--- src/rtl/serial_deser_if.sv ---
// Output-side bundle of serial_deser: the holding-register word, its
// valid/ready handshake and the overflow indication.
interface serial_deser_if #(
  parameter int DATA_WIDTH = 16
);
  logic [DATA_WIDTH-1:0] m_data_o;
  logic                  m_valid_o;
  logic                  m_ready_i;
  logic                  overflow_o;

  modport master (
    output m_data_o,
    output m_valid_o,
    output overflow_o,
    input  m_ready_i
  );

  modport slave (
    input  m_data_o,
    input  m_valid_o,
    input  overflow_o,
    output m_ready_i
  );
endinterface

--- src/rtl/serial_deser.sv ---
// serial_deser: rebuilds DATA_WIDTH-bit words from a strobed one-bit serial
// stream and offers them through a one-word valid/ready holding register.
// DO_MSB_FIRST selects whether the first received bit lands in the word MSB
// ("TRUE") or LSB ("FALSE").
// Optional feature: define SERIAL_DESER_OVERFLOW_EN to get a sticky
// overflow_o flag that is set when a completed word is dropped and cleared
// by sync_i or reset. Without it overflow_o is constant 0.
module serial_deser #(
  parameter int    DATA_WIDTH   = 16,
  parameter string DO_MSB_FIRST = "TRUE"
) (
  input  logic            clk_i,
  input  logic            a_rst_n_i,
  input  logic            enable_i,
  input  logic            sync_i,
  input  logic            serial_data_i,
  serial_deser_if.master  m_if
);

  localparam int               CNT_W     = $clog2(DATA_WIDTH);
  localparam logic [CNT_W-1:0] CNT_LAST  = CNT_W'(DATA_WIDTH - 1);
  localparam bit               MSB_FIRST = (DO_MSB_FIRST == "TRUE");

  typedef enum logic {
    IDLE,
    RECV
  } state_t;

  state_t                state_q, state_d;
  logic [DATA_WIDTH-1:0] acc_q, acc_d;
  logic [CNT_W-1:0]      cnt_q, cnt_d;
  logic [DATA_WIDTH-1:0] data_q, data_d;
  logic                  valid_q, valid_d;
  logic                  complete;
  logic                  hold_free;

  // Push one bit into a word image in the configured bit order.
  function automatic logic [DATA_WIDTH-1:0] shift_in(
    input logic [DATA_WIDTH-1:0] base,
    input logic                  bit_in
  );
    if (MSB_FIRST) begin
      return {base[DATA_WIDTH-2:0], bit_in};
    end else begin
      return {bit_in, base[DATA_WIDTH-1:1]};
    end
  endfunction

  // Next-state logic: accumulation, word completion and holding-register load.
  always_comb begin
    state_d   = state_q;
    acc_d     = acc_q;
    cnt_d     = cnt_q;
    data_d    = data_q;
    valid_d   = valid_q;
    complete  = 1'b0;
    hold_free = !valid_q || m_if.m_ready_i;

    if (sync_i) begin
      if (enable_i) begin
        acc_d = shift_in('0, serial_data_i);
        cnt_d = CNT_W'(1);
      end else begin
        acc_d = '0;
        cnt_d = '0;
      end
    end else if (enable_i) begin
      acc_d = shift_in(acc_q, serial_data_i);
      if (cnt_q == CNT_LAST) begin
        complete = 1'b1;
        cnt_d    = '0;
      end else begin
        cnt_d = cnt_q + CNT_W'(1);
      end
    end

    unique case (state_q)
      IDLE: begin
        if (enable_i) begin
          state_d = RECV;
        end
      end
      RECV: begin
        if (sync_i && !enable_i) begin
          state_d = IDLE;
        end else if (complete) begin
          state_d = IDLE;
        end
      end
      default: state_d = IDLE;
    endcase

    if (valid_q && m_if.m_ready_i) begin
      valid_d = 1'b0;
    end
    if (complete && hold_free) begin
      data_d  = acc_d;
      valid_d = 1'b1;
    end
  end

  // State, accumulator and holding-register storage.
  always_ff @(posedge clk_i or negedge a_rst_n_i) begin
    if (!a_rst_n_i) begin
      state_q <= IDLE;
      acc_q   <= '0;
      cnt_q   <= '0;
      data_q  <= '0;
      valid_q <= 1'b0;
    end else begin
      state_q <= state_d;
      acc_q   <= acc_d;
      cnt_q   <= cnt_d;
      data_q  <= data_d;
      valid_q <= valid_d;
    end
  end

  assign m_if.m_data_o  = data_q;
  assign m_if.m_valid_o = valid_q;

`ifdef SERIAL_DESER_OVERFLOW_EN
  logic overflow_q;
  logic overflow_evt;

  assign overflow_evt = complete && !hold_free;

  // Sticky drop flag; a resync clears it even if a drop happens on that edge.
  always_ff @(posedge clk_i or negedge a_rst_n_i) begin
    if (!a_rst_n_i) begin
      overflow_q <= 1'b0;
    end else if (sync_i) begin
      overflow_q <= 1'b0;
    end else if (overflow_evt) begin
      overflow_q <= 1'b1;
    end
  end

  assign m_if.overflow_o = overflow_q;
`else
  assign m_if.overflow_o = 1'b0;
`endif

endmodule

--- src/flat_wrapper.sv ---
// flat-port wrapper written by rule: the top's interface ports become plain ports
module serial_deser_flat 
#(
  parameter int    DATA_WIDTH   = 16,
  parameter string DO_MSB_FIRST = "    "
)
  (clk_i, a_rst_n_i, enable_i, sync_i, serial_data_i, m_if_m_data_o, m_if_m_valid_o, m_if_overflow_o, m_if_m_ready_i);
  serial_deser_if #(.DATA_WIDTH(DATA_WIDTH)) m_if_i ();
  input  logic clk_i;
  input  logic a_rst_n_i;
  input  logic enable_i;
  input  logic sync_i;
  input  logic serial_data_i;
  output wire logic [$bits(m_if_i.m_data_o)-1:0] m_if_m_data_o;
  output wire logic [$bits(m_if_i.m_valid_o)-1:0] m_if_m_valid_o;
  output wire logic [$bits(m_if_i.overflow_o)-1:0] m_if_overflow_o;
  input wire logic [$bits(m_if_i.m_ready_i)-1:0] m_if_m_ready_i;
  assign m_if_m_data_o = m_if_i.m_data_o;
  assign m_if_m_valid_o = m_if_i.m_valid_o;
  assign m_if_overflow_o = m_if_i.overflow_o;
  assign m_if_i.m_ready_i = m_if_m_ready_i;
  serial_deser #(.DATA_WIDTH(DATA_WIDTH), .DO_MSB_FIRST(DO_MSB_FIRST)) u_core (.clk_i(clk_i), .a_rst_n_i(a_rst_n_i), .enable_i(enable_i), .sync_i(sync_i), .serial_data_i(serial_data_i), .m_if(m_if_i));
endmodule
--- config.mk ---
export PLATFORM = sky130hd
export DESIGN_NAME = serial_deser_flat
export DESIGN_NICKNAME = d
export VERILOG_FILES = /design/src/rtl/serial_deser_if.sv /design/src/rtl/serial_deser.sv /design/src/flat_wrapper.sv
export SDC_FILE = /design/constraint.sdc
export NUM_CORES = 1
export LEC_CHECK = 0
export CAP_MARGIN = 20
export CORE_ASPECT_RATIO = 2
export CORE_MARGIN = 1
export CORE_UTILIZATION = 40
export CTS_BUF_LIST = sky130_fd_sc_hd__clkbuf_4
export DETAILED_ROUTE_END_ITERATION = 10
export SETUP_SLACK_MARGIN = 0.15
export SKIP_CTS_REPAIR_TIMING = 1
export SLEW_MARGIN = 40
export SYNTH_ARGS = -nofsm -noshare
export SYNTH_HDL_FRONTEND = slang
export SYNTH_SLANG_ARGS = --single-unit
export TNS_END_PERCENT = 20
--- constraint.sdc ---
create_clock -name clk_i -period 2.3 [get_ports clk_i]
set_clock_uncertainty 0.15 [all_clocks]
set_input_delay 0.46 -clock clk_i [delete_from_list [all_inputs] [get_ports clk_i]]
set_output_delay 0.46 -clock clk_i [all_outputs]
set_load 0.03 [all_outputs]
== Word-level counts from Yosys, hierarchy flattened ==
Index checks and enable logic that the tools add are counted.

* Bits in registers: 37
* Bits of input ports: 6
* Output and inout port bits: 18
* Logic and storage cells: 24

* Add/sub/neg operators: 1
* Equality and inequality tests: 1
* Muxes and demuxes: 12
* Reduce and logical (&&, ||, !) cells: 6

{| class="wikitable"
|+ Operators by type and width
! operator !! count
|-
| 16-bit two-way mux || 3
|-
| 4-bit two-way mux || 3
|-
| 1-bit two-way mux || 6
|-
| 4-bit by 1-bit adder with 4-bit output, second input constant || 1
|-
| 4-bit == test, second input constant || 1
|-
| 2-bit nonzero test || 2
|-
| 1-bit logical AND || 2
|-
| 1-bit zero test || 1
|-
| 1-bit logical OR || 1
|}

== Depth between registers and ports, before layout ==
Gate-level depths: netlist of the first run.

* Depth in word-level cells: 6
* Mapped depth: 5
* Gate-level depth less buffers: 4

== Worst setup path before layout of the first run ==
No wires, ideal clock.

* Path kind: register -> register
* Start: register u_core.cnt_q[1]
* End: register u_core.data_q[10] (netlist: u_core.m_if.m_data_o[10])
* Setup time: 125 ps
* Arrival: 1,587 ps
* Data required time: 2,025 ps
* Path slack: 437 ps
* Stages on the path, launching flop included: 6
* Path buffers: 1
* Period minus slack after synthesis: 1,863 ps
* Path through: dfrtp_1 -> ha_1 -> nand2_2 -> nor4_4 -> buf_6 -> mux2_4

* Longest elaborated chain between the ends: 5

{| class="wikitable"
|+ Ends and longest elaborated chain
! element !! line !! source
|-
| start, declared || serial_deser.sv:31 || <nowiki>logic [CNT_W-1:0] cnt_q, cnt_d;</nowiki>
|-
| start signal, assigned || serial_deser.sv:113 || <nowiki>cnt_q <= cnt_d;</nowiki>
|-
| 4-bit == test || serial_deser.sv:69 || <nowiki>if (cnt_q == CNT_LAST) begin</nowiki>
|-
| 1-bit two-way mux || serial_deser.sv:69 ||
|-
| 1-bit two-way mux || serial_deser.sv:67 || <nowiki>end else if (enable_i) begin</nowiki>
|-
| 1-bit two-way mux || serial_deser.sv:59 || <nowiki>if (sync_i) begin</nowiki>
|-
| 1-bit logical AND || serial_deser.sv:96 || <nowiki>if (complete && hold_free) begin</nowiki>
|-
| end signal, assigned || serial_deser.sv:114 || <nowiki>data_q <= data_d;</nowiki>
|-
| end, declared || serial_deser.sv:32 || <nowiki>logic [DATA_WIDTH-1:0] data_q, data_d;</nowiki>
|}

No other way between the ends.
A chain may end at the register's enable or synchronous reset.

== Final worst setup path of the first run ==
* Start: register u_core.data_q[13] (netlist: u_core.m_if.m_data_o[13])
* End: output m_if_m_data_o[13]

{| class="wikitable"
|+ RTL lines
! element !! line !! source
|-
| end, declared || flat_wrapper.sv:14 || <nowiki>output wire logic [$bits(m_if_i.m_data_o)-1:0] m_if_m_data_o;</nowiki>
|}

No word-level cell between the ends.

==> results of run 1 <==
## logic make-up (layout without fill, tap and decap cells)
logic type	after synthesis	after routing	share of synthesized area (%)
AO/OA/AOI/OAI	4	4	1.55
XOR/XNOR	2	2	1.14
flip-flops	37	37	60.2
adder cells (fa/ha/maj)	1	1	0.814
buffers and inverters	6	34	2.36
other	1	1	0.244
AND/OR/NAND/NOR	29	29	9.11
multiplexers	32	32	24.6
## through the flow
step                      worst slack [ns]  instance area (um2)  total power, mW
final                                0.304                 1900             1.18
after global routing                 0.231                 1900             1.24
after global placement               0.203                 1830            0.749
after CTS                            0.274                 1900             1.20
after floorplan                      0.437                 1540            0.719
after detailed placement             0.193                 1830            0.751
## registers in the layout (all words and copies together) (netlist names)
signal / flops
u_core.m_if.m_valid_o: 1
u_core.cnt_q: 4
u_core.acc_q: 16
u_core.m_if.m_data_o: 16
## final cells by class
class | instances | share of cell area, %
Clock buffer | 6 | 2.37
Clock inverter | 2 | 1.77
Multi-Input combinational cell | 69 | 30.2
Sequential cell | 37 | 48.6
Tap cell | 49 | 3.22
Timing Repair Buffer | 26 | 13.8
## layer usage
metal	track usage, %	wire (um)	vias up
met3	4.20	106	7
met4	8.82	70	0
met2	24.2	1300	19
li1	-	-	428
met1	17.2	1100	453
met5	0	0	-
## cell usage in the layout, fill, tap and decap left out, drive strengths merged, types with 2 or more instances in the layout
cell / n
clkbuf: 6
mux2i: 16
a21oi: 2
buf: 4
dfrtp: 37
nand2: 4
nor2b: 2
nor2: 19
clkdlybuf4s50: 22
mux2: 16
## power breakdown
part / total (mW) / internal, mW / leakage, nW / switching, mW
combinational: 0.0694 / 0.0283 / 0.353 / 0.0411
sequential: 0.667 / 0.659 / 0.512 / 0.00746
clock: 0.443 / 0.238 / 0.0433 / 0.204
## Yosys cell counts (all sizes together)
library cell / count
mux2: 16
o21ai: 1
clkbuf: 2
nor2b: 2
nor4: 1
mux2i: 16
conb: 1
nor2: 19
nor3: 1
a21oi: 2
a22o: 1
dfrtp: 37
ha: 1
nand2: 4
or3: 1
xor2: 1
xnor2: 1
buf: 4
or2: 1
## how the worst min path moves through the flow
| stage | to | startpoint | slack (ns) |
|---|---|---|---|
| 2_1_floorplan | u_core.acc_q[0] | a_rst_n_i | 0.01 |
| 3_3_place_gp | u_core.m_if.m_data_o[1] | u_core.m_if.m_data_o[1] | 0.35 |
| 3_5_place_dp | u_core.m_if.m_data_o[6] | u_core.m_if.m_data_o[6] | 0.34 |
| 4_1_cts | u_core.m_if.m_data_o[15] | u_core.m_if.m_data_o[15] | 0.38 |
| 5_1_grt | u_core.m_if.m_data_o[3] | u_core.m_if.m_data_o[3] | 0.40 |
| 6_report | u_core.m_if.m_data_o[15] | u_core.m_if.m_data_o[15] | 0.37 |
==> run metrics, run 1 <==
First-pass DRT Iterations 4; core area around 3600 um2; worst path arrival time 1.39 ns; share of the synthesized area in the top cell type between 60% and 70%; DRT iter0 DRCs 13; via count of the first global-routing pass 970; result of the run complete, no violations; maximum number of pins on one net before global-route repair 38; count of standard-cell rows 31; Static Leak 0.908 nW; average footprint of a synthesized cell 13.7 um2; WP data required approximately 1.7 ns; launching element type of the critical path register; standard cell with the maximum stage delay on the critical path clkdlybuf4s50_1; synthesized cell area roughly 1500 um2; highest clock frequency the design can meet 501 MHz; number of instances in the placed design between 150 and 200; unrepaired setup endpoints after global routing no; first-pass GRT wire length 4370 um; non-filler instance count after layout ~190; cell family contributing the most delay on the critical path buffers and inverters; Post-Syn Instances 112; maximum capacitance violations 0; synthesized net count approximately 120; power per standard cell area about 620 nW/um2; final-layout setup total negative slack 0 ns; area taken by multi-input logic gates about 580 um2; setup-violating endpoint count in the final report 0; die width ~46 um; final period demand of the worst path between 1.5 and 2 ns; delay of the slowest critical-path stage ~0.68 ns; type of destination of the critical path output pin; Clock Tree Root clkbuf_4; Min-Delay Path Depth 1; hold_ws approximately 0.37 ns; max-slew violation count 0; Worst Reg2Reg Path Length in Cells 5; number of unique standard cell types used by synthesis 23; clock tree buffer depth 2; Critical path destination m_if_m_data_o[13]; peak fanout along the critical path 2; WP buf/inv 1; antenna-violating nets left 0; capturing point of the worst reg2reg path u_core.m_if.m_data_o[14]; highest ir drop seen on vdd between 0.6 and 0.7 mV; half-perimeter wire length after placement 1720 um; Worst path depth 1; layout cells sized above 1 between 20% and 30%; sequence of cells on the critical path clkdlybuf4s50_1; H-Tree Depth 2; hold violation total from the final report 0; TritonCTS clock tree built; synthesis-to-layout area growth 23.8%; storage element area approximately 930 um2; final weighted congestion in routability-driven placement around 0.68; clock-pin transition on the worst setup and hold timing paths between 0.1 and 0.15 ns; number of primary I/O pins 24; via density per instance roughly 4.8; height of the die 89.7 um; number of antenna violations at the first check in global routing 0; final standard cell utilization of the core 52.2%; sequential cell area fraction in the yosys report 60.2%; startpoint of the most critical setup path u_core.m_if.m_data_o[13]; final global-route overflow total 0; critical register-to-register path startpoint u_core.cnt_q[1]; total die area around 4100 um2; Hold/Removal Path Class reg -> reg; Period Utilization, post-route between 80 and 90%; count of buffers inserted at the top-level ports 22; cell taking the most area after synthesis dfrtp_1; total track usage 15.0%; per-cell routed wire length between 10 and 15 um; WS Path Type reg -> out; DRC violations left 0; Skew-Pair Late Insertion Delay 0.33 ns; number of antenna cells inserted 0; Yosys reg bits 37; total wirelength of the detailed-routed design roughly 2600 um; Num CTS Buffers 5; # nets final 146; number of filler cells placed in the layout 350; initial core utilization between 40 and 50%; Yosys warnings 0; CTS Sinks 37; synth top area cells dfrtp_1 60%, mux2i_1 10%, mux2_4 9.8%; total via count after detailed routing 907; R2R Setup Slk approximately 0.47 ns
(Power assumes the default switching activity.)
==> inputs of run 2 (changes only) <==
--- a/config.mk
+++ b/config.mk
@@ -18,3 +18,3 @@
 export SYNTH_HDL_FRONTEND = slang
 export SYNTH_SLANG_ARGS = --single-unit
-export TNS_END_PERCENT = 20
+export TNS_END_PERCENT = 1
--- a/constraint.sdc
+++ b/constraint.sdc
@@ -3,3 +3,3 @@
 set_input_delay 0.46 -clock clk_i [delete_from_list [all_inputs] [get_ports clk_i]]
 set_output_delay 0.46 -clock clk_i [all_outputs]
-set_load 0.03 [all_outputs]
+set_load 0.1 [all_outputs]
==> run metrics, run 2 (same netlist as run 1, synthesis figures left out) <==
result of the run complete, no violations; final weighted congestion in routability-driven placement 0.681 (unchanged); maximum capacitance violations 0 (unchanged); count of standard-cell rows 31 (unchanged); area taken by multi-input logic gates 576 um2 (unchanged); TritonCTS clock tree built; WS Path Type reg -> reg; via density per instance 4.74 (-1.2%); final standard cell utilization of the core 51.8% (-0.48 points); count of buffers inserted at the top-level ports 22 (unchanged); total track usage 14.6% (-0.41 points); CTS Sinks 37 (unchanged); highest clock frequency the design can meet 544 MHz (+8.5%); final global-route overflow total 0 (unchanged); hold violation total from the final report 0 (unchanged); H-Tree Depth 2 (unchanged); final-layout setup total negative slack 0 ns (unchanged); number of antenna cells inserted 0 (unchanged); unrepaired setup endpoints after global routing no; DRT iter0 DRCs 18 (+5); number of filler cells placed in the layout 361 (+3.1%); Num CTS Buffers 5 (unchanged); First-pass DRT Iterations 3 (-1); non-filler instance count after layout 189 (unchanged); Hold/Removal Path Class reg -> reg; most common library cell in the layout ignoring fill and taps dfrtp_1; worst path arrival time 1.92 ns (+0.53 ns); # nets final 146 (unchanged); clock tree buffer depth 2 (unchanged); max-slew violation count 0 (unchanged); final period demand of the worst path 1.84 ns (-0.156 ns); most used cells in the layout excluding fill and tap cells 36 x dfrtp_1, 20 x buf_4, 19 x nor2_1; post-route design area 1890 um2 (-0.92%); power per standard cell area 681 nW/um2 (+10%); antenna-violating nets left 0 (unchanged); first-pass GRT wire length 4190 um (-4.1%); core area 3650 um2 (unchanged); maximum number of pins on one net before global-route repair 38 (unchanged); Clock Tree Root clkbuf_4; Period Utilization, post-route 80.0% (-6.8 points); Power Total 1.28 mW (+9.0%); DRC violations left 0 (unchanged); Static Leak 0.954 nW (+5.0%); half-perimeter wire length after placement 1660 um (-3.5%); die width 45.8 um (unchanged); total die area 4110 um2 (unchanged); total wirelength of the detailed-routed design 2510 um (-2.7%); placed cell areas 1780 um2 (-2.3%); height of the die 89.7 um (unchanged); type of destination of the critical path register; layout cells sized above 1 35.0% (+14 points); clock-pin transition on the worst setup and hold timing paths 0.10 ns (about the same); storage element area 927 um2 (+0.14%); synthesis-to-layout area growth 22.7%; initial core utilization 42.2% (unchanged); per-cell routed wire length 13.3 um (-2.7%); total via count after detailed routing 896 (-1.2%); number of instances in the placed design 181 (unchanged); setup-violating endpoint count in the final report 0 (unchanged); Skew-Pair Late Insertion Delay 0.34 ns (about the same); highest ir drop seen on vdd 0.431 mV (-32%); number of primary I/O pins 24 (unchanged); WP data required 2.38 ns (+0.69 ns); number of antenna violations at the first check in global routing 0 (unchanged); peak fanout along the critical path 16 (+14); launching element type of the critical path register; via count of the first global-routing pass 941 (-3.0%)
## run 2: report_power, final
group | total (mW) | internal, mW | switching (mW)
Clock | 0.543 | 0.337 | 0.207
Sequential | 0.666 | 0.659 | 0.00732
Combinational | 0.0747 | 0.0284 | 0.0463
Total | 1.28 | 1.02 | 0.261
## run 2: critical path, cell delays in order, from the launching register on
cell	delay, ns
dfrtp_1	0.40
ha_1	0.23
nand2_2	0.09
nor4_4	0.31
buf_12	0.21
mux2_2	0.34
## run 2: path summary, 6_finish.rpt
path / from / to / slack [ns] / cells after the start
worst max-delay path: u_core.cnt_q[0] / u_core.m_if.m_data_o[1] / 0.46 / 5
worst min-delay path: u_core.m_if.m_data_o[1] / u_core.m_if.m_data_o[1] / 0.37 / 1
worst max register to register: u_core.cnt_q[0] / u_core.m_if.m_data_o[1] / 0.46 / 5
worst min register to register: u_core.m_if.m_data_o[1] / u_core.m_if.m_data_o[1] / 0.37 / 1
max in group asynchronous: a_rst_n_i / u_core.m_if.m_valid_o / 1.28 / 2
min in group asynchronous: a_rst_n_i / u_core.m_if.m_data_o[12] / 0.38 / 2
## run 2: area by class of cell
cell class                      instances  area share [%]
Sequential cell                        37            49.1
Multi-Input combinational cell         69            30.5
Timing Repair Buffer                   26            11.7
Clock inverter                          3            3.45
Tap cell                               49            3.25
Clock buffer                            5            1.99
## run 2: metrics by stage
| stage | hold WS [ns] | worst slack, ns |
|---|---|---|
| final | 0.371 | 0.460 |
| after CTS | 0.375 | 0.441 |
| after floorplan | 0.0144 | 0.279 |
| after global placement | 0.347 | 0.204 |
| after detailed placement | 0.349 | 0.183 |
| after global routing | 0.391 | 0.390 |
## run 2: per-layer routing
| layer | track usage, % | vias up | wire length (um) | share of wire (%) |
|---|---|---|---|---|
| li1 | - | 430 | - | - |
| met1 | 16.6 | 441 | 1050 | 42 |
| met2 | 23.4 | 20 | 1290 | 51 |
| met3 | 4.20 | 5 | 101 | 4.0 |
| met4 | 8.82 | 0 | 70 | 2.8 |
| met5 | 0 | - | 0 | 0 |
